## src/rtl/sort_net_pkg.sv

```systemverilog
// Shared types and defaults for the sorting-network output stage.
// Holds the element geometry defaults, bank selector type and read FSM encoding.
package sort_net_pkg;

    localparam int LOG_INPUT_NUM_DEF = 4;
    localparam int DATA_WIDTH_DEF    = 32;

    typedef logic bank_sel_t;

    typedef enum logic {
        RD_IDLE   = 1'b0,
        RD_STREAM = 1'b1
    } rd_state_t;

    function automatic int elem_count(input int log_n);
        return 1 << log_n;
    endfunction

endpackage

```

## src/rtl/unload_bank.sv

```systemverilog
// One ping-pong bank: a full-vector register with its occupancy flag and an
// element select mux reading the currently stored vector.
module unload_bank
    import sort_net_pkg::*;
#(
    parameter int LOG_INPUT_NUM = LOG_INPUT_NUM_DEF,
    parameter int DATA_WIDTH    = DATA_WIDTH_DEF
) (
    input  logic                                        clk,
    input  logic                                        rst,
    input  logic                                        wr_en,
    input  logic [(2**LOG_INPUT_NUM)*DATA_WIDTH-1:0]    wr_data,
    input  logic                                        rel,
    input  logic [LOG_INPUT_NUM-1:0]                    rd_idx,
    output logic                                        full,
    output logic [DATA_WIDTH-1:0]                       rd_elem
);

    localparam int VEC_W = elem_count(LOG_INPUT_NUM) * DATA_WIDTH;

    logic [VEC_W-1:0] data_q, data_d;
    logic             full_q, full_d;

    // A write on the same edge as a release wins: the bank is refilled, not emptied.
    always_comb begin
        data_d = data_q;
        full_d = full_q;
        if (rel) begin
            full_d = 1'b0;
        end
        if (wr_en) begin
            data_d = wr_data;
            full_d = 1'b1;
        end
    end

    always_ff @(posedge clk or negedge rst) begin
        if (!rst) begin
            data_q <= '0;
            full_q <= 1'b0;
        end else begin
            data_q <= data_d;
            full_q <= full_d;
        end
    end

    assign full    = full_q;
    assign rd_elem = data_q[int'(rd_idx)*DATA_WIDTH +: DATA_WIDTH];

endmodule

```

## src/rtl/sorted_stream_unloader.sv

```systemverilog
// Captures sorted vectors into two ping-pong banks and replays them as a
// valid/ready element stream. Optional out_idx port under SORT_UNLOAD_IDX_EN.
module sorted_stream_unloader
    import sort_net_pkg::*;
#(
    parameter int LOG_INPUT_NUM = LOG_INPUT_NUM_DEF,
    parameter int DATA_WIDTH    = DATA_WIDTH_DEF,
    parameter int LSB_FIRST     = 1
) (
    input  logic                                        clk,
    input  logic                                        rst,
    input  logic                                        in_valid,
    input  logic [(2**LOG_INPUT_NUM)*DATA_WIDTH-1:0]    in_data,
    output logic                                        in_ready,
    output logic                                        out_valid,
    input  logic                                        out_ready,
    output logic [DATA_WIDTH-1:0]                       out_data,
    output logic                                        out_last,
`ifdef SORT_UNLOAD_IDX_EN
    output logic [LOG_INPUT_NUM-1:0]                    out_idx,
`endif
    output logic                                        overflow
);

    localparam logic [LOG_INPUT_NUM-1:0] CNT_ONE = 1;

    rd_state_t                  state_q, state_d;
    bank_sel_t                  wr_bank_q, wr_bank_d;
    bank_sel_t                  rd_bank_q, rd_bank_d;
    logic [LOG_INPUT_NUM-1:0]   elem_cnt_q, elem_cnt_d;
    logic [DATA_WIDTH-1:0]      out_data_q, out_data_d;
    logic                       overflow_q, overflow_d;

    logic [1:0]                 bank_full;
    logic [1:0]                 bank_full_d;
    logic [1:0]                 bank_wr;
    logic [1:0]                 bank_rel;
    logic [DATA_WIDTH-1:0]      bank_elem [2];
    logic [LOG_INPUT_NUM-1:0]   rd_idx_d;
    logic                       hs;
    logic                       last_hs;
    logic                       wr_free;
    logic                       cap;

    for (genvar b = 0; b < 2; b++) begin : g_bank
        unload_bank #(
            .LOG_INPUT_NUM (LOG_INPUT_NUM),
            .DATA_WIDTH    (DATA_WIDTH)
        ) u_bank (
            .clk     (clk),
            .rst     (rst),
            .wr_en   (bank_wr[b]),
            .wr_data (in_data),
            .rel     (bank_rel[b]),
            .rd_idx  (rd_idx_d),
            .full    (bank_full[b]),
            .rd_elem (bank_elem[b])
        );
    end

    assign out_valid = (state_q == RD_STREAM);
    assign out_last  = out_valid && (&elem_cnt_q);
    assign in_ready  = !(&bank_full);
    assign out_data  = out_data_q;
    assign overflow  = overflow_q;

    always_comb begin
        hs       = out_valid && out_ready;
        last_hs  = hs && (&elem_cnt_q);

        bank_rel = '0;
        if (last_hs) begin
            bank_rel[rd_bank_q] = 1'b1;
        end

        // A bank released by this edge's last handshake can take the incoming vector.
        wr_free = !bank_full[wr_bank_q] || bank_rel[wr_bank_q];
        cap     = in_valid && wr_free;

        bank_wr = '0;
        if (cap) begin
            bank_wr[wr_bank_q] = 1'b1;
        end

        for (int b = 0; b < 2; b++) begin
            bank_full_d[b] = (bank_full[b] && !bank_rel[b]) || bank_wr[b];
        end

        wr_bank_d = wr_bank_q ^ cap;
        rd_bank_d = rd_bank_q ^ last_hs;

        elem_cnt_d = elem_cnt_q;
        if (last_hs) begin
            elem_cnt_d = '0;
        end else if (hs) begin
            elem_cnt_d = elem_cnt_q + CNT_ONE;
        end

        rd_idx_d = (LSB_FIRST != 0) ? elem_cnt_d : ~elem_cnt_d;

        // Preload the element that will be on display after this edge; when that
        // bank is being written right now its register is stale, so bypass from in_data.
        if (cap && (wr_bank_q == rd_bank_d)) begin
            out_data_d = in_data[int'(rd_idx_d)*DATA_WIDTH +: DATA_WIDTH];
        end else begin
            out_data_d = bank_elem[rd_bank_d];
        end

        overflow_d = overflow_q || (in_valid && !cap);
        state_d    = bank_full_d[rd_bank_d] ? RD_STREAM : RD_IDLE;
    end

    always_ff @(posedge clk or negedge rst) begin
        if (!rst) begin
            state_q    <= RD_IDLE;
            wr_bank_q  <= 1'b0;
            rd_bank_q  <= 1'b0;
            elem_cnt_q <= '0;
            out_data_q <= '0;
            overflow_q <= 1'b0;
        end else begin
            state_q    <= state_d;
            wr_bank_q  <= wr_bank_d;
            rd_bank_q  <= rd_bank_d;
            elem_cnt_q <= elem_cnt_d;
            out_data_q <= out_data_d;
            overflow_q <= overflow_d;
        end
    end

`ifdef SORT_UNLOAD_IDX_EN
    logic [LOG_INPUT_NUM-1:0] idx_q;

    always_ff @(posedge clk or negedge rst) begin
        if (!rst) begin
            idx_q <= '0;
        end else begin
            idx_q <= rd_idx_d;
        end
    end

    assign out_idx = idx_q;
`endif

endmodule

```

## config.mk

```make
export PLATFORM = sky130hd
export DESIGN_NAME = sorted_stream_unloader
export DESIGN_NICKNAME = d
export VERILOG_FILES = /design/src/rtl/sort_net_pkg.sv /design/src/rtl/unload_bank.sv /design/src/rtl/sorted_stream_unloader.sv
export SDC_FILE = /design/constraint.sdc
export NUM_CORES = 2
export LEC_CHECK = 0
export BUFFER_PORTS_ARGS = -buffer_cell sky130_fd_sc_hd__buf_2
export CORE_UTILIZATION = 44
export DETAILED_ROUTE_END_ITERATION = 10
export PLACE_DENSITY_LB_ADDON = 0.15
export RECOVER_POWER = 50
export SLEW_MARGIN = 20
export SYNTH_ARGS = -nofsm -noshare
export SYNTH_HDL_FRONTEND = slang
export SYNTH_SLANG_ARGS = --single-unit
```

## constraint.sdc

```tcl
create_clock -name clk -period 5.3 [get_ports clk]
set_input_delay 0.265 -clock clk [delete_from_list [all_inputs] [get_ports clk]]
set_output_delay 0.265 -clock clk [all_outputs]
set_load 0.01 [all_outputs]
```

# == After elaboration in Yosys (flattened, before gate mapping) ==
# Index checks and enable logic that the tools add are counted.
# op_classes
add_sub_neg,1
magnitude_cmp,6
eq_ne,1
shifts,3
mux,23
n_bitwise,3
reduce_logical,23
# op_table
cell,count
512-bit by 10-bit variable part select with 32-bit output,3
32-bit 2-to-1 mux,4
1-bit 2-to-1 mux,13
1-bit logical AND,10
4-bit 2-to-1 mux,2
1-bit by 2-bit less-than comparator with 1-bit output (second input constant),3
1-bit zero test,5
4-bit by 1-bit adder with 4-bit output (second input constant),1
1-bit logical OR,4
2-bit 2-to-1 mux,2
4-bit AND reduction,1
2-bit nonzero test,2
1-bit demux with 1-bit select,2
1-bit greater-or-equal comparator (second input constant),2
2-bit greater-or-equal comparator (second input constant),1
1-bit inverter with 2-bit output,1
2-bit AND reduction,1
1-bit XOR,2
1-bit equality test,1
# totals
ff_bits,1066
inputBits,516
out_inout_bits,36
wordCells,70

# == Depth between registers and ports, before layout ==
# depth
depth_word,14
depth_mapped,14
mapped_depth_nobuf,10

# == Cells and area by module ==
# A second synthesis with hierarchy kept.
# unflattened
hier_cells,3854
area_unflattened_um2,52505.4
# modules_own_cells
mod,n_inst,cells_per_inst,area_each_um2,seq_area_each_um2
unload_bank,2,1355,22597.9,12837.3
sorted_stream_unloader,1,1144,7309.5,1001.0

# == Worst setup path before layout ==
# No wires, ideal clock.
# synth_path
path_type,register to register
from,"register state_q, in the netlist out_valid"
to,"register out_data_q[21], in the netlist out_data[21]"
setup_ps,135
arrival_time_ps,3238
required_time_ps,5165
slack_ps,1927
path_stages_with_launch,12
path_buffers,4
synth_period_minus_slack_ps,3373
cell_sequence,dfrtp_1 > buf_2 > nand2_1 > nor2_1 > ha_1 > buf_4 > buf_4 > buf_1 > mux4_1 > or2_2 > a2111oi_0 > nor4_1
# synth_via
elab_chain_len,9
word_cells_on_any_way,20
cone_classes,1 x eq/ne; 3 x shift; 9 x mux; 2 x bitwise; 5 x reduce/logical
# synth_rtl
item,line_no,source
from (decl),sorted_stream_unloader.sv:27,"rd_state_t state_q, state_d;"
from (signal assigned),sorted_stream_unloader.sv:122,state_q <= state_d;
1-bit logical AND (*),sorted_stream_unloader.sv:68,hs = out_valid && out_ready;
"parallel branches: the longest is 7 deep, another holds 512-bit by 10-bit variable part select with 32-bit output",--,
32-bit 2-to-1 mux (*),sorted_stream_unloader.sv:103,if (cap && (wr_bank_q == rd_bank_d)) begin
via out_data_d[21],sorted_stream_unloader.sv:31,"logic [DATA_WIDTH-1:0] out_data_q, out_data_d;"
to (signal assigned),sorted_stream_unloader.sv:126,out_data_q <= out_data_d;
to (decl),sorted_stream_unloader.sv:31,
# Mark *: on every way through the listed nets, which the timed path passes. The select of a mux whose other input is x is not followed.
# A chain may end at the register's enable or synchronous reset.

# == Worst setup path after layout ==
# layout_path
from,register elem_cnt_q[0]
to,"register out_data_q[7], in the netlist out_data[7]"
# layout_via
elab_chain_len,9
word_cells_on_any_way,21
cone_classes,1 x add/sub; 1 x eq/ne; 3 x shift; 9 x mux; 2 x bitwise; 5 x reduce/logical
# layout_rtl
item,line_no,source
from (decl),sorted_stream_unloader.sv:30,"logic [LOG_INPUT_NUM-1:0] elem_cnt_q, elem_cnt_d;"
from (signal assigned),sorted_stream_unloader.sv:125,elem_cnt_q <= elem_cnt_d;
"parallel branches: the longest is 8 deep, another holds 4-bit by 1-bit adder with 4-bit output",--,
32-bit 2-to-1 mux (*),sorted_stream_unloader.sv:103,
via out_data_d[7],sorted_stream_unloader.sv:31,
# Marks and branches as above.

==> results.sh <==
export IMPL_status="finished with violations"
export IMPL_violations="max-capacitance violations, max-slew violations"
export IMPL_p_switching_uw=16000
export IMPL_start_util=0.443
export IMPL_p_clk_frac=0.190
export IMPL_cts_tree="done"
export IMPL_min_period_ns=4.43
export IMPL_crit_fanout=15
export IMPL_leakage_uw=0.0281
export IMPL_min_from="out_ready"
export IMPL_yosys_area_share_simple=0.0487
export IMPL_synthMuxAreaShare=0.331
export IMPL_place_hpwl_mm=124
export IMPL_r2r_cells=12
export IMPL_dp_slack_ns=0.958
export IMPL_rsz0062_at_grt="no"
export IMPL_place_port_buffers=551
export IMPL_synth_warnings=0
export IMPL_r2r_end="out_data[7]"
export IMPL_wire_per_inst_um=27.2
export IMPL_synth_top_family_by_area="multiplexers"
export IMPL_ys_async_sr_fraction=1.00
export IMPL_worst_r2r_setup_slack_ns=0.87
export IMPL_grt_pass1_wl_mm=271
export IMPL_design_area_sq_mm=0.0662
export IMPL_r2r_start="elem_cnt_q[0]"
export IMPL_fmax_mhz=226
export IMPL_synthFlopType="dfrtp_1"
export IMPL_path_class="reg2reg"
export IMPL_drive_gt1_frac=0.421
export IMPL_clock_sinks=1066
export IMPL_place_area_sq_mm=0.0573
export IMPL_power_switching_share=0.373
export IMPL_syn_avg_cell_area_sq_um=12.9
export IMPL_tns_ns=0
export IMPL_arrival_ns=4.97
export IMPL_hold_viol=0
export IMPL_io_pins=552
export IMPL_post_cts_resized=0
export IMPL_grt_overflow_total=0
export IMPL_antenna_found_initial=54
export IMPL_syn_inst=4034
export IMPL_hold_path_class="in2reg"
export IMPL_slew_headroom=-0.746
export IMPL_tightest_slew_ns=2.62
export IMPL_internal_power_uw=26900
export IMPL_dr_wl_met2_mm=84.1
export IMPL_synth_cell_area_sq_mm=0.0522
export IMPL_die_h_um=346
export IMPL_p_seq_frac=0.341
export IMPL_ant_nets=0
export IMPL_start_kind="register"
export IMPL_viasPerCell=5.80
export IMPL_rows=126
export IMPL_yosysSeqAreaShare=0.511
export IMPL_synth_compound_area_frac=0.0793
export IMPL_drc=0
export IMPL_synth_cell_type_count=61
export IMPL_clk_latency_ns=0.72
export IMPL_end_kind="register"
export IMPL_synth_xor_area_share=0.000335
export IMPL_ys_ff_latch=1066
export IMPL_wl_met3_mm=11.4
export IMPL_grt_max_degree=155
export IMPL_vdd_drop_max_mv=0.516
export IMPL_wirelength_mm=182
export IMPL_gr_usage_all_layers=0.302
export IMPL_skew_ns=0.0220
export IMPL_gp_congestion=0.869
export IMPL_core_area_sq_mm=0.118
export IMPL_pwr_share_comb=0.469
export IMPL_clockBufferDepth=3
export IMPL_grt_pass1_vias=39600
export IMPL_syn_num_nets=4555
export IMPL_die_x_um=346
export IMPL_setup_ws_ns=0.870
export IMPL_hold_path_endpoint="elem_cnt_q[2]"
export IMPL_layout_nets=5544
export IMPL_max_cap_viol_count=6
export IMPL_final_max_slew_violation_count=642
export IMPL_clk_pin_slew_ns=0.06
export IMPL_cts_made_buffers=118
export IMPL_drtIter0Drc=3027
export IMPL_required_ns=5.84
export IMPL_finalSetupViolations=0
export IMPL_powerDensity_mw_per_mm2=648
export IMPL_fill_cells=9904
export IMPL_post_route_period_util=0.836
export IMPL_hold_depth=4
export IMPL_vias=38700
export IMPL_htree_levels=3
export IMPL_firstDrtPassIters=5
export IMPL_synth_edf_count=0
export IMPL_synth_adder_area_share=0.00120
export IMPL_met1_length_mm=80.6
export IMPL_die_area_sq_mm=0.120
export IMPL_root_buffer="clkbuf_16"
export IMPL_synthToLayoutAreaGrowth_pct=26.7
export IMPL_highest_layer="met5"
area by class of cell:
cell class / instances / area (sq um) / share of cell area
antenna: 27 / 67.6 / 0.00102
clock buffer: 188 / 3620 / 0.0547
clock inverter: 27 / 190 / 0.00287
inverter: 10 / 45.0 / 0.000681
multi-input combinational: 2634 / 24400 / 0.369
sequential: 1066 / 26700 / 0.403
tap: 1536 / 1920 / 0.0290
timing repair buffer: 1193 / 9270 / 0.140
how the worst max path moves through the flow:
stage,start,end,cells past startpoint
floorplan,out_valid,out_data[21],11
global route,rst,g_bank[0].u_bank.data_q[254],3
finish,elem_cnt_q[0],out_data[7],12
detailed placement,elem_cnt_q[0],out_data[20],11
global placement,elem_cnt_q[0],out_data[6],11
CTS,elem_cnt_q[0],out_data[7],12
kinds of logic after synthesis:
kind of cell / after synthesis
flops: 1066
compound gates: 661
fa+ha+maj: 5
xor+xnor: 2
simple gates: 527
buf+inv: 334
mux: 1439
stage by stage:
stage	util	hold WS [ns]	instances	power, uW
3_3_place_gp	0.485	0.400	5923	34000
5_1_grt	0.561	0.187	6676	45100
2_1_floorplan	-	-0.0306	4034	27300
6_report	0.561	0.152	6681	42900
4_1_cts	0.561	0.107	6654	43000
3_5_place_dp	0.486	0.388	5925	34500
flip-flops by register name (all words and copies together), names as in the netlist:
name and flops:
wr_bank_q 1, g_bank.u_bank.data_q 1024, out_valid 1, out_data 32, elem_cnt_q 4, g_bank.u_bank.full 2, overflow 1, rd_bank_q 1
worst max-delay path, stage by stage, from the launching register on:
cell,delay [ns]
dfrtp_1,0.52
ha_1,0.34
nand3_2,0.20
nor2_1,0.30
ha_4,0.29
xor2_1,0.32
o2111ai_4,0.43
buf_4,0.37
a21o_1,0.18
o221a_2,0.22
nor4_1,0.74
buf_4,0.28
nor4_1,0.06
what timing repair did:
| item | in CTS | in global routing |
|---|---|---|
| hold buffers | 514 | 0 |
| hold endpoints to repair | 1110 | 0 |
| setup buffers | 0 | 0 |
cells in the final DEF, fill, tap and decap left out, types with 4 or more instances in the layout:
master and n:
nand2_1 301, nor2_1 6, nor4_1 54, o221a_2 29, o22ai_1 98, clkinv_2 23
buf_12 36, or2_2 90, a2111oi_1 6, inv_1 7, mux2i_1 287, buf_2 517
diode_2 27, mux4_2 123, or2_1 4, nor4_2 5, mux2_2 1027, nand3_1 8
a311o_1 6, clkbuf_16 121, dfrtp_1 1066, dlygate4sd3_1 514, clkbuf_8 34, o21ai_0 95
a211oi_2 12, a2111oi_2 22, clkbuf_4 4, and2_1 36, a21oi_1 275, nand2b_1 4
a21o_1 32, buf_4 86, clkbuf_1 68, a211oi_1 54
synthesized netlist by cell type, drive strengths merged, types with 6 or more instances:
master / count / area [sq um]
mux2: 1027 / 11600
mux2i: 287 / 2870
a21oi: 276 / 1390
a311o: 6 / 60.1
a21o: 32 / 240
clkbuf: 222 / 835
mux4: 125 / 2820
nand2: 303 / 1140
inv: 9 / 33.8
and2: 36 / 225
or2: 94 / 588
nand3: 10 / 55.1
a2111oi: 30 / 275
a211oi: 66 / 495
nor2: 6 / 22.5
nor4: 59 / 369
o22ai: 98 / 613
o21ai: 97 / 485
dfrtp: 1066 / 26700
buf: 102 / 641
o221a: 31 / 349
power by group through the flow:
stage                     Sequential (uW)  Clock, uW  Combinational [uW]
after floorplan                     13900          0               13400
after global placement              14600          0               19500
after detailed placement            14700          0               19800
after CTS                           14600       8260               20100
after global routing                15100       8600               21300
final                               14600       8140               20100
layer usage:
metal | GRT usage | up-vias
li1 | - | 16900
met1 | 0.428 | 20200
met2 | 0.470 | 1265
met3 | 0.0587 | 293
met4 | 0.0853 | 50
met5 | 0 | -
No activity file was read; power rests on OpenSTA's default activity.
